===== config.mk =====
export PLATFORM = sky130hd
export DESIGN_NAME = fifo_pkt_writer_flat
export DESIGN_NICKNAME = d
export VERILOG_FILES = /design/src/rtl/fifo_pkt_writer_if.sv /design/src/rtl/fifo_pkt_writer.sv /design/src/flat_wrapper.sv
export SDC_FILE = /design/constraint.sdc
export NUM_CORES = 1
export LEC_CHECK = 0
export CAP_MARGIN = 20
export CORE_ASPECT_RATIO = 1.75
export CORE_MARGIN = 2
export CORE_UTILIZATION = 45
export DETAILED_ROUTE_END_ITERATION = 8
export PLACE_DENSITY = 0.72
export SYNTH_ARGS = -nofsm -noshare
export SYNTH_HDL_FRONTEND = slang
export SYNTH_SLANG_ARGS = --single-unit

===== constraint.sdc =====
create_clock -name wr_clk -period 4.3 [get_ports wr_clk]
set_input_delay 0.86 -clock wr_clk [delete_from_list [all_inputs] [get_ports wr_clk]]
set_output_delay 0.86 -clock wr_clk [all_outputs]
set_load 0.01 [all_outputs]

===== src/rtl/fifo_pkt_writer_if.sv =====
// Handshake bundle between the upstream packet source, fifo_pkt_writer and the
// write side of the async FIFO.
interface fifo_pkt_writer_if #(
  parameter int DATA_WIDTH = 8
);
  logic                  in_valid;
  logic [DATA_WIDTH-1:0] in_data;
  logic                  in_last;
  logic                  in_ready;
  logic                  fifo_full;
  logic                  fifo_overflow;
  logic                  fifo_wr;
  logic [DATA_WIDTH-1:0] fifo_wdata;
  logic                  pkt_sent;
  logic                  pkt_dropped;
  logic                  proto_err;

  modport master (
    output in_valid, in_data, in_last, fifo_full, fifo_overflow,
    input  in_ready, fifo_wr, fifo_wdata, pkt_sent, pkt_dropped, proto_err
  );

  modport slave (
    input  in_valid, in_data, in_last, fifo_full, fifo_overflow,
    output in_ready, fifo_wr, fifo_wdata, pkt_sent, pkt_dropped, proto_err
  );
endinterface


===== src/rtl/fifo_pkt_writer.sv =====
// Stages a whole packet, then writes a length header followed by its words into
// an async FIFO; oversize packets are swallowed and reported with pkt_dropped.
module fifo_pkt_writer #(
  parameter int DATA_WIDTH = 8,
  parameter int MAX_PKT    = 15
) (
  input logic              wr_clk,
  input logic              rst,
  fifo_pkt_writer_if.slave bus
);
  localparam int CW = $clog2(MAX_PKT + 1);
  localparam logic [CW-1:0] MAX_CNT = CW'(MAX_PKT);

  typedef enum logic [2:0] {IDLE, COLLECT, HEADER, DRAIN, DISCARD} state_t;

  state_t                state, state_nxt;
  logic [CW-1:0]         cnt, cnt_nxt;
  logic [CW-1:0]         idx, idx_nxt;
  logic [DATA_WIDTH-1:0] pkt_buf [MAX_PKT];
  logic                  buf_we;
  logic [CW-1:0]         buf_waddr;
  logic                  rdy, xfer, wr_en;
  logic                  sent_nxt, drop_nxt;
  logic                  sent_p1, drop_p1, err_p1;
  logic [DATA_WIDTH-1:0] wdata;

  assign rdy   = (state == IDLE || state == COLLECT || state == DISCARD) && !rst;
  assign xfer  = bus.in_valid && rdy;
  assign wr_en = (state == HEADER || state == DRAIN) && !bus.fifo_full && !rst;

  always_comb begin
    state_nxt = state;
    cnt_nxt   = cnt;
    idx_nxt   = idx;
    buf_we    = 1'b0;
    buf_waddr = cnt;
    sent_nxt  = 1'b0;
    drop_nxt  = 1'b0;
    wdata     = '0;
    case (state)
      IDLE: begin
        if (xfer) begin
          buf_we    = 1'b1;
          buf_waddr = '0;
          cnt_nxt   = CW'(1);
          state_nxt = bus.in_last ? HEADER : COLLECT;
        end
      end
      COLLECT: begin
        if (xfer) begin
          if (cnt < MAX_CNT) begin
            buf_we  = 1'b1;
            cnt_nxt = cnt + CW'(1);
            if (bus.in_last) state_nxt = HEADER;
          end else if (bus.in_last) begin
            drop_nxt  = 1'b1;
            state_nxt = IDLE;
          end else begin
            state_nxt = DISCARD;
          end
        end
      end
      HEADER: begin
        wdata = DATA_WIDTH'(cnt);
        if (wr_en) begin
          idx_nxt   = '0;
          state_nxt = DRAIN;
        end
      end
      DRAIN: begin
        wdata = pkt_buf[idx];
        if (wr_en) begin
          if (idx == cnt - CW'(1)) begin
            sent_nxt  = 1'b1;
            state_nxt = IDLE;
          end else begin
            idx_nxt = idx + CW'(1);
          end
        end
      end
      DISCARD: begin
        if (xfer && bus.in_last) begin
          drop_nxt  = 1'b1;
          state_nxt = IDLE;
        end
      end
      default: state_nxt = IDLE;
    endcase
  end

  // control registers: state, counters and status pulses
  always_ff @(posedge wr_clk) begin
    if (rst) begin
      state   <= IDLE;
      cnt     <= '0;
      idx     <= '0;
      sent_p1 <= 1'b0;
      drop_p1 <= 1'b0;
      err_p1  <= 1'b0;
    end else begin
      state   <= state_nxt;
      cnt     <= cnt_nxt;
      idx     <= idx_nxt;
      sent_p1 <= sent_nxt;
      drop_p1 <= drop_nxt;
      err_p1  <= err_p1 | bus.fifo_overflow;
    end
  end

  // staging buffer: data path only, never reset
  always_ff @(posedge wr_clk) begin
    if (buf_we) pkt_buf[buf_waddr] <= bus.in_data;
  end

  assign bus.in_ready    = rdy;
  assign bus.fifo_wr     = wr_en;
  assign bus.fifo_wdata  = wdata;
  assign bus.pkt_sent    = sent_p1;
  assign bus.pkt_dropped = drop_p1;
  assign bus.proto_err   = err_p1;
endmodule


===== src/flat_wrapper.sv =====
// flat-port wrapper written by rule: the top's interface ports become plain ports
module fifo_pkt_writer_flat 
#(
  parameter int DATA_WIDTH = 8,
  parameter int MAX_PKT    = 15
)
  (wr_clk, rst, bus_in_valid, bus_in_data, bus_in_last, bus_fifo_full, bus_fifo_overflow, bus_in_ready, bus_fifo_wr, bus_fifo_wdata, bus_pkt_sent, bus_pkt_dropped, bus_proto_err);
  fifo_pkt_writer_if #(.DATA_WIDTH(DATA_WIDTH)) bus_i ();
  input logic wr_clk;
  input logic rst;
  input wire logic [$bits(bus_i.in_valid)-1:0] bus_in_valid;
  input wire logic [$bits(bus_i.in_data)-1:0] bus_in_data;
  input wire logic [$bits(bus_i.in_last)-1:0] bus_in_last;
  input wire logic [$bits(bus_i.fifo_full)-1:0] bus_fifo_full;
  input wire logic [$bits(bus_i.fifo_overflow)-1:0] bus_fifo_overflow;
  output wire logic [$bits(bus_i.in_ready)-1:0] bus_in_ready;
  output wire logic [$bits(bus_i.fifo_wr)-1:0] bus_fifo_wr;
  output wire logic [$bits(bus_i.fifo_wdata)-1:0] bus_fifo_wdata;
  output wire logic [$bits(bus_i.pkt_sent)-1:0] bus_pkt_sent;
  output wire logic [$bits(bus_i.pkt_dropped)-1:0] bus_pkt_dropped;
  output wire logic [$bits(bus_i.proto_err)-1:0] bus_proto_err;
  assign bus_i.in_valid = bus_in_valid;
  assign bus_i.in_data = bus_in_data;
  assign bus_i.in_last = bus_in_last;
  assign bus_i.fifo_full = bus_fifo_full;
  assign bus_i.fifo_overflow = bus_fifo_overflow;
  assign bus_in_ready = bus_i.in_ready;
  assign bus_fifo_wr = bus_i.fifo_wr;
  assign bus_fifo_wdata = bus_i.fifo_wdata;
  assign bus_pkt_sent = bus_i.pkt_sent;
  assign bus_pkt_dropped = bus_i.pkt_dropped;
  assign bus_proto_err = bus_i.proto_err;
  fifo_pkt_writer #(.DATA_WIDTH(DATA_WIDTH), .MAX_PKT(MAX_PKT)) u_core (.wr_clk(wr_clk), .rst(rst), .bus(bus_i));
endmodule

==> impl_metrics.yaml, run 1 <==
yosys:
  synthFlopType: "edfxtp_1"
  yosys_warnings: 0
  ys_seq_area_share_pct: 69.46
  muxShareOfSynthArea_pct: 13.94
  ys_types: 46
  synth_common_cells: "edfxtp_1 (120), nor2_1 (29), mux4_2 (24)"
  synth_adder_area_share_pct: 0.6578
  synth_compound_area_share_pct: 4.999
  synthXorXnorAreaFrac_pct: 1.074
  synth_area_leaders: "edfxtp_1 (63%), mux4_2 (9.5%), dfxtp_1 (6.3%)"
  synth-seq-cells: 138
  syn_avg_cell_area_um2: 16.45
  synth_top_area_share_pct: 63.14
  synth_most_common_cell: "edfxtp_1"
  synthesis.instances: 347
  async_flop_share_pct: 0
  syn_area_um2: 5707
  synth_top_family_by_area: "multiplexers"
  synth-simple-area-share_pct: 7.761
  synth.largest_area_cell: "edfxtp_1"
  synth-edff-count: 120
  syn_nets: 364
critical_path:
  cp-start-kind: "register"
  critical_path_required_ps: 3440
  crit_type: "reg -> out"
  crit_path_top_delay_cell: "dfxtp_2"
  cp_max_fo: 17
  setup.worst_path.end_class: "output pin"
  cpPeakStageDelay_ps: 670
  worstPathArrival_ps: 3080
  path_cells: "buf_4, mux4_2, mux2i_1, o21ai_1, o221a_1, clkdlybuf4s50_1"
timing:
  fin_worst_skew_ps: 7.147
  slew_violations: 0
  setup_viol: 0
  worst_pin_slew_ps: 818.7
  rsz0062_at_grt: "false"
  clock.fmax_mhz: 254.1
  timing.final.ws_setup_ps: 364.1
  slew_headroom_pct: 45.22
  period_minus_slack_ps: 3936
  finalCritPeriodShare_pct: 91.53
  hold_viol_final: 0
  setup-tns-final_ps: 0
route:
  drt-wirelength-per-cell_um: 20.23
  dr.first_iter.drc_count: 218
  drc: 0
  vias: 3183
  wirelength_um: 11630
  antenna_left: 0
  dr.pass1.iters: 5
  routed_via_density: 5.536
power:
  peakVddDrop_v: 0.0002255
  power_w: 0.003184
  p_leak_nw: 2.232
  p_per_area_nw_per_um2: 461.6
cts:
  clkTransAtPathRegs_ps: 60
  clockRootBuffer: "clkbuf_16"
  cts_made_buffers: 17
  ctsHoldBuffers: 0
  cts_sinks: 138
  htree_levels: 4
  cts.path.max_buffers: 2
  cts_resized: 0
  clk_latency_ps: 420
  cts_setup_buffers: 0
  cts_tree: "done"
die:
  rows: 54
  fp.dieW_um: 89.13
  dieArea_um2: 13630
  core_um2: 12430
  initial_core_util_pct: 45.90
  io_pins: 27
  die_h_um: 153.0
global_routing:
  grt_max_degree: 21
  grtUsageTotal_pct: 18.50
  grt_pass1_wl_um: 18070
  gr-total-overflow: 0
  antenna_found_initial: 0
  grt_pass1_vias: 3309
hold_path:
  hold_class: "reg -> reg"
finish:
  syn_to_final_growth_pct: 20.89
  drive_gt1_share_pct: 19.16
  n_fill_cell: 975
  fin_util_pct: 55.50
  final_nets: 411
  antenna_cells: 0
place:
  dp_hpwl_um: 8108
  routabilityCongestion: 0.7789
  post-place-ws_ps: 796.8
  port-buffer-count: 26
run_status:
  run_status: "completed"
flow_run:
  maxCapViolations: 0
## final timing paths
kind                              from                     to  slack, ps  cells after the start
hold / removal    u_core.bus.proto_err   u_core.bus.proto_err        470                      2
setup reg to reg       u_core.state[0]  u_core.pkt_buf[14][5]       1500                      4
hold reg to reg   u_core.bus.proto_err   u_core.bus.proto_err        470                      2
setup / recovery              register      bus_fifo_wdata[2]        360                      6
## cell usage in the layout (no fill, tap or decap), types with 4 or more instances in the layout
master	n
mux4_1	4
a21oi_1	7
nor2_1	29
clkdlybuf4s50_1	26
xor2_1	4
clkbuf_16	17
edfxtp_1	120
bufinv_16	6
nand2_1	20
dfxtp_1	17
buf_4	22
nand2b_1	5
nand3_1	7
a211oi_1	6
o221a_1	4
mux4_2	24
o21ai_1	11
nor3_1	6
and2_1	4
mux2i_1	15
inv_1	4
## through the flow
step                instance area [µm²]  std cells  hold slack (ps)
global placement                   6242        543            454.1
CTS                                6899        575            474.1
global route                       6899        575            520.2
finish                             6899        575            471.0
floorplan                          5707        347            476.4
detailed placement                 6242        543            462.3
## logic make-up (layout without fill, tap and decap cells)
group	count (synthesis)	after routing
flip-flops	138	138
AND/OR/NAND/NOR	90	90
buffers and inverters	25	85
adder cells (fa/ha/maj)	3	3
XOR/XNOR	7	7
AO/OA/AOI/OAI	41	41
multiplexers	43	43
## metal layers
| layer | up-vias | wire length, µm | global-route usage (%) |
|---|---|---|---|
| met4 | 0 | 212 | 7.818 |
| met1 | 1622 | 4127 | 19.70 |
| met2 | 81 | 6828 | 33.23 |
| met3 | 12 | 463 | 4.860 |
| met5 | - | 0 | 0 |
| li1 | 1468 | - | - |
## area by class of cell
class                      count  area (µm²)  share of cell area (%)
clock inverter                13       224.0                   3.246
sequential                   138        3965                   57.47
clock buffer                  19       432.9                   6.275
timing repair buffer          48       425.4                   6.166
multi-input combinational    184        1623                   23.52
tap                          168       210.2                   3.047
inverter                       5       18.77                  0.2720
## power by group
| group | total (W) | internal (W) | leakage [nW] | switching, W |
|---|---|---|---|---|
| combinational | 0.000102 | 0.0000462 | 0.685 | 0.0000554 |
| clock | 0.00160 | 0.00108 | 0.320 | 0.000522 |
| sequential | 0.00148 | 0.00147 | 1.23 | 0.0000127 |
## state kept, by name (all words and copies together), names as in the netlist, named ones only
name	count
u_core.bus.pkt_dropped	1
u_core.state	3
u_core.idx	4
u_core.cnt	4
u_core.pkt_buf	120
u_core.bus.pkt_sent	1
u_core.bus.proto_err	1
## worst max-delay path, delay by kind of cell (launching register included)
family	cells	cell delay, ps
AO/OA/AOI/OAI	2	320
flip-flops	1	670
buffers and inverters	2	890
multiplexers	2	750
No activity file was read; power rests on OpenSTA's default activity.
==> run 2: changes to the inputs <==
--- a/config.mk
+++ b/config.mk
@@ -8,9 +8,9 @@
 export CAP_MARGIN = 20
 export CORE_ASPECT_RATIO = 1.75
 export CORE_MARGIN = 2
-export CORE_UTILIZATION = 45
+export CORE_UTILIZATION = 40
 export DETAILED_ROUTE_END_ITERATION = 8
-export PLACE_DENSITY = 0.72
+export PLACE_DENSITY = 0.67
 export SYNTH_ARGS = -nofsm -noshare
 export SYNTH_HDL_FRONTEND = slang
 export SYNTH_SLANG_ARGS = --single-unit
==> impl_metrics.yaml, run 2 (synthesis gave the netlist of run 1 again) <==
place:
  dp_hpwl_um: 8284
  port-buffer-count: 26
  routabilityCongestion: 0.7526
  numPlacedInstances: 547
  placed_area_um2: 6228
critical_path:
  path_delay_family: "flip-flops"
  crit_path_top_delay_cell: "dfxtp_1"
  r2r_start: "u_core.state[0]"
  cpPeakStageDelay_ps: 870
  reg2regPathDepth: 4
  cp-start-kind: "register"
  worstPathArrival_ps: 2950
  crit_buf_inv: 2
  path_cells: "buf_4, mux4_2, mux2i_1, o21ai_0, o221a_1, clkdlybuf4s50_1"
  cp_max_fo: 20
  critical_path_required_ps: 3440
  r2r_setup_slack_ps: 1500
  crit_type: "reg -> out"
  r2r_end: "u_core.pkt_buf[13][2]"
  cp.depth: 6
  crit_path_end: "bus_fifo_wdata[3]"
  setup.worst_path.end_class: "output pin"
global_routing:
  grt_max_degree: 21
  grt_pass1_vias: 3251
  antenna_found_initial: 0
  gr-total-overflow: 0
  grtUsageTotal_pct: 16.45
  grt_pass1_wl_um: 18130
finish:
  drive_gt1_share_pct: 19.15
  n_fill_cell: 1157
  largest_reg_flops: 120
  final_nets: 406
  final_cell_mix: "edfxtp_1 (120), nor2_1 (29), clkdlybuf4s50_1 (26)"
  final_cell_count_no_fill: 579
  final_area_um2: 6807
  layout_commonest_cell: "edfxtp_1"
  reg.largest.list: "u_core.pkt_buf (120), u_core.cnt (4), u_core.idx (4)"
  syn_to_final_growth_pct: 19.27
  top_register: "u_core.pkt_buf"
  antenna_cells: 0
die:
  die_h_um: 162.0
  initial_core_util_pct: 41.03
  dieArea_um2: 15280
  io_pins: 27
  rows: 57
  core_um2: 13910
  fp.dieW_um: 94.29
route:
  routed_via_density: 5.352
  wirelength_um: 11750
  drt-wirelength-per-cell_um: 20.30
  vias: 3099
  dr.first_iter.drc_count: 220
  antenna_left: 0
  dr.pass1.iters: 4
  drc: 0
flow_run:
  maxCapViolations: 0
power:
  p_int_w: 0.002327
  peakVddDrop_v: 0.0002612
  p_clk_share_pct: 47.3
  swShare_pct: 22.30
  power.net_switching_w: 0.0006678
  p_seq_share_pct: 49.3
  power_w: 0.002995
  p_per_area_nw_per_um2: 440.0
  p_leak_nw: 2.165
  combPwrFrac_pct: 3.4
timing:
  worst_pin_slew_ps: 921.8
  finalCritPeriodShare_pct: 88.72
  rsz0062_at_grt: "false"
  timing.hold.ws_ps: 473.3
  setup_viol: 0
  slew_headroom_pct: 38.32
  fin_worst_skew_ps: 5.431
  clock.fmax_mhz: 262.1
  setup-tns-final_ps: 0
  hold_viol_final: 0
  slew_violations: 0
  period_minus_slack_ps: 3815
cts:
  cts_tree: "done"
  ctsHoldBuffers: 0
  clk_latency_ps: 420
  htree_levels: 4
  clkTransAtPathRegs_ps: 60
  cts_setup_buffers: 0
  cts.path.max_buffers: 2
  clockRootBuffer: "clkbuf_16"
  cts_made_buffers: 17
  cts_resized: 0
  cts_sinks: 138
hold_path:
  min_path_cells: 2
  hold_class: "reg -> reg"
run_status:
  run_status: "completed"
## run 2: worst min path at each step
| stage | start | endpoint | slack [ps] |
|---|---|---|---|
| after floorplan | u_core.idx[3] | register | 480 |
| after global routing | u_core.bus.proto_err | u_core.bus.proto_err | 500 |
| after detailed placement | u_core.bus.proto_err | u_core.bus.proto_err | 470 |
| final | u_core.bus.proto_err | u_core.bus.proto_err | 470 |
| after global placement | u_core.bus.proto_err | u_core.bus.proto_err | 460 |
| after CTS | u_core.bus.proto_err | u_core.bus.proto_err | 480 |
## run 2: per-stage QoR
stage | utilization [%] | setup slack (ps)
after floorplan | - | 1599
after global placement | 44.79 | 953.7
after detailed placement | 44.79 | 889.3
after CTS | 48.94 | 442.2
after global routing | 48.94 | 350.9
final | 48.94 | 485.2
## run 2: worst register-to-register path, stage by stage, from the launching register on
cell and delay, ps:
dfxtp_1 670, nor3b_1 490, and3_1 340, nand3_1 220
nor2_1 720
## run 2: power groups by stage
| stage | Clock [W] | Sequential (W) | Combinational (W) |
|---|---|---|---|
| 6_report | 0.00142 | 0.00148 | 0.000102 |
| 3_3_place_gp | 0 | 0.00150 | 0.0000986 |
| 4_1_cts | 0.00143 | 0.00148 | 0.000103 |
| 2_1_floorplan | 0 | 0.00150 | 0.0000581 |
| 3_5_place_dp | 0 | 0.00151 | 0.000102 |
| 5_1_grt | 0.00150 | 0.00148 | 0.000112 |
## run 2: routing by layer
metal	vias to the layer above	share of wire (%)	wire [µm]	global-route usage [%]
met5	-	0	0	0
met4	0	2.2	261	7.181
met3	16	2.5	295	3.711
met2	57	58	6768	30.29
met1	1567	38	4428	17.61
li1	1459	-	-	-
## run 2: cell type report
class	instances	area (µm²)	share of cell area (%)
Clock inverter	15	152.6	2.243
Clock buffer	17	425.4	6.250
Tap cell	177	221.5	3.254
Sequential cell	138	3965	58.25
Multi-Input combinational cell	184	1623	23.84
Inverter	5	18.77	0.2757
Timing Repair Buffer	43	400.4	5.882
==> run 3: changes to the inputs <==
--- a/config.mk
+++ b/config.mk
@@ -10,6 +10,7 @@
 export CORE_MARGIN = 2
 export CORE_UTILIZATION = 40
 export DETAILED_ROUTE_END_ITERATION = 8
+export GPL_TIMING_DRIVEN = 0
 export PLACE_DENSITY = 0.67
 export SYNTH_ARGS = -nofsm -noshare
 export SYNTH_HDL_FRONTEND = slang
==> impl_metrics.yaml, run 3 (synthesis gave the netlist of run 1 again) <==
place:
  port-buffer-count: 25
  dp_hpwl_um: 8455
  post-place-ws_ps: 865.0
  routabilityCongestion: 0.7704
critical_path:
  r2r_setup_slack_ps: 1510
  cp.depth: 5
  reg2regPathDepth: 5
  path_delay_family: "buffers and inverters"
  r2r_start: "u_core.state[0]"
  cpPeakStageDelay_ps: 500
  r2r_end: "u_core.pkt_buf[9][0]"
  crit_path_end: "bus_fifo_wdata[7]"
  path_cells: "buf_1, mux4_2, mux4_2, and2_1, clkdlybuf4s50_1"
  cp_max_fo: 10
  worstPathArrival_ps: 2910
  crit_type: "reg -> out"
  setup.worst_path.end_class: "output pin"
  cp-start-kind: "register"
  crit_path_top_delay_cell: "buf_1"
  cp_common_cell: "mux4_2"
  critical_path_required_ps: 3440
  crit_buf_inv: 2
die:
  fp.dieW_um: 94.29
  die_h_um: 162.0
  initial_core_util_pct: 41.03
  rows: 57
  dieArea_um2: 15280
  io_pins: 27
  core_um2: 13910
route:
  dr.first_iter.drc_count: 193
  drc: 0
  dr.pass1.iters: 4
  routed_via_density: 5.582
  antenna_left: 0
  drt-wirelength-per-cell_um: 21.20
  wirelength_um: 12340
  vias: 3249
finish:
  layout_commonest_cell: "edfxtp_1"
  top_register: "u_core.pkt_buf"
  syn_to_final_growth_pct: 18.88
  fin_util_pct: 48.78
  final_nets: 409
  antenna_cells: 0
  largest_reg_flops: 120
  drive_gt1_share_pct: 17.04
  final_cell_mix: "edfxtp_1 (120), nor2_1 (29), clkdlybuf4s50_1 (25)"
  reg.largest.list: "u_core.pkt_buf (120), u_core.cnt (4), u_core.idx (4)"
cts:
  cts_sinks: 138
  clk_latency_ps: 420
  ctsHoldBuffers: 0
  cts.path.max_buffers: 2
  cts_made_buffers: 17
  cts_setup_buffers: 0
  htree_levels: 4
  cts_resized: 0
  cts_tree: "done"
  clkTransAtPathRegs_ps: 60
  clockRootBuffer: "clkbuf_16"
timing:
  period_minus_slack_ps: 3765
  rsz0062_at_grt: "false"
  hold_viol_final: 0
  finalCritPeriodShare_pct: 87.56
  slew_violations: 0
  worst_pin_slew_ps: 1011
  clock.fmax_mhz: 265.6
  slew_headroom_pct: 32.36
  timing.final.ws_setup_ps: 534.7
  setup-tns-final_ps: 0
  fin_worst_skew_ps: 6.710
  setup_viol: 0
power:
  peakVddDrop_v: 0.0002300
  p_per_area_nw_per_um2: 440.5
  p_leak_nw: 2.148
global_routing:
  grt_pass1_wl_um: 19000
  gr-total-overflow: 0
  grt_pass1_vias: 3360
  antenna_found_initial: 0
  grt_max_degree: 17
  grtUsageTotal_pct: 17.49
hold_path:
  min_path_cells: 2
  hold_class: "reg -> reg"
run_status:
  run_status: "completed"
flow_run:
  maxCapViolations: 0
==> run 3: changes by cell type in the layout (fill, tap and decap cells not counted), moves of 4 or more <==
cell	change
inv_6	-4
buf_2	+6
clkinv_4	+4
clkbuf_1	+11
buf_4	-15
==> run 3: worst reg2reg max path, stage by stage, from the launching register on <==
cell and delay, ps:
dfxtp_1 310, clkbuf_1 330, nor3b_1 470, and3_1 320
nand3_1 200, nor2_1 780
==> run 3: area by class of cell <==
type                       instances  area, µm²
buffer                            20      101.3
clock buffer                      19      432.9
clock inverter                    13      145.1
fill                            1157       7123
inverter                           5      18.77
multi-input combinational        184       1643
sequential                       138       3964
tap                              177      221.5
timing repair buffer              26      257.7
==> run 3: stage by stage <==
stage                     power (W)  instances  hold slack, ps  cell area (µm²)
after CTS                  0.003014        582           483.6             6784
after global routing       0.003070        582           513.4             6784
final                      0.002988        582           482.4             6784
after floorplan            0.001554        347           476.4             5707
after detailed placement   0.001611        550           470.2             6206
after global placement     0.001603        549           458.8             6178
==> run 3: worst min-delay path by stage <==
stage / startpoint / end
floorplan: u_core.idx[3] / register
global placement: u_core.bus.proto_err / u_core.bus.proto_err
CTS: u_core.bus.proto_err / u_core.bus.proto_err
detailed placement: u_core.bus.proto_err / u_core.bus.proto_err
finish: u_core.bus.proto_err / u_core.bus.proto_err
global route: u_core.bus.proto_err / u_core.bus.proto_err
==> run 3: layer usage <==
layer | routed length [µm] | part of all wire, % | GRT usage (%) | up-vias
li1 | - | - | - | 1469
met1 | 4338 | 35 | 18.58 | 1633
met2 | 6885 | 56 | 31.20 | 109
met3 | 569 | 4.6 | 3.432 | 38
met4 | 543 | 4.4 | 10.67 | 0
met5 | 0 | 0 | 0 | -
==> run 3: report_power, final <==
part / switching (W) / internal, W
sequential: 0.00000347 / 0.00146
combinational: 0.0000690 / 0.0000460
clock: 0.000547 / 0.000858
total: 0.000619 / 0.00237
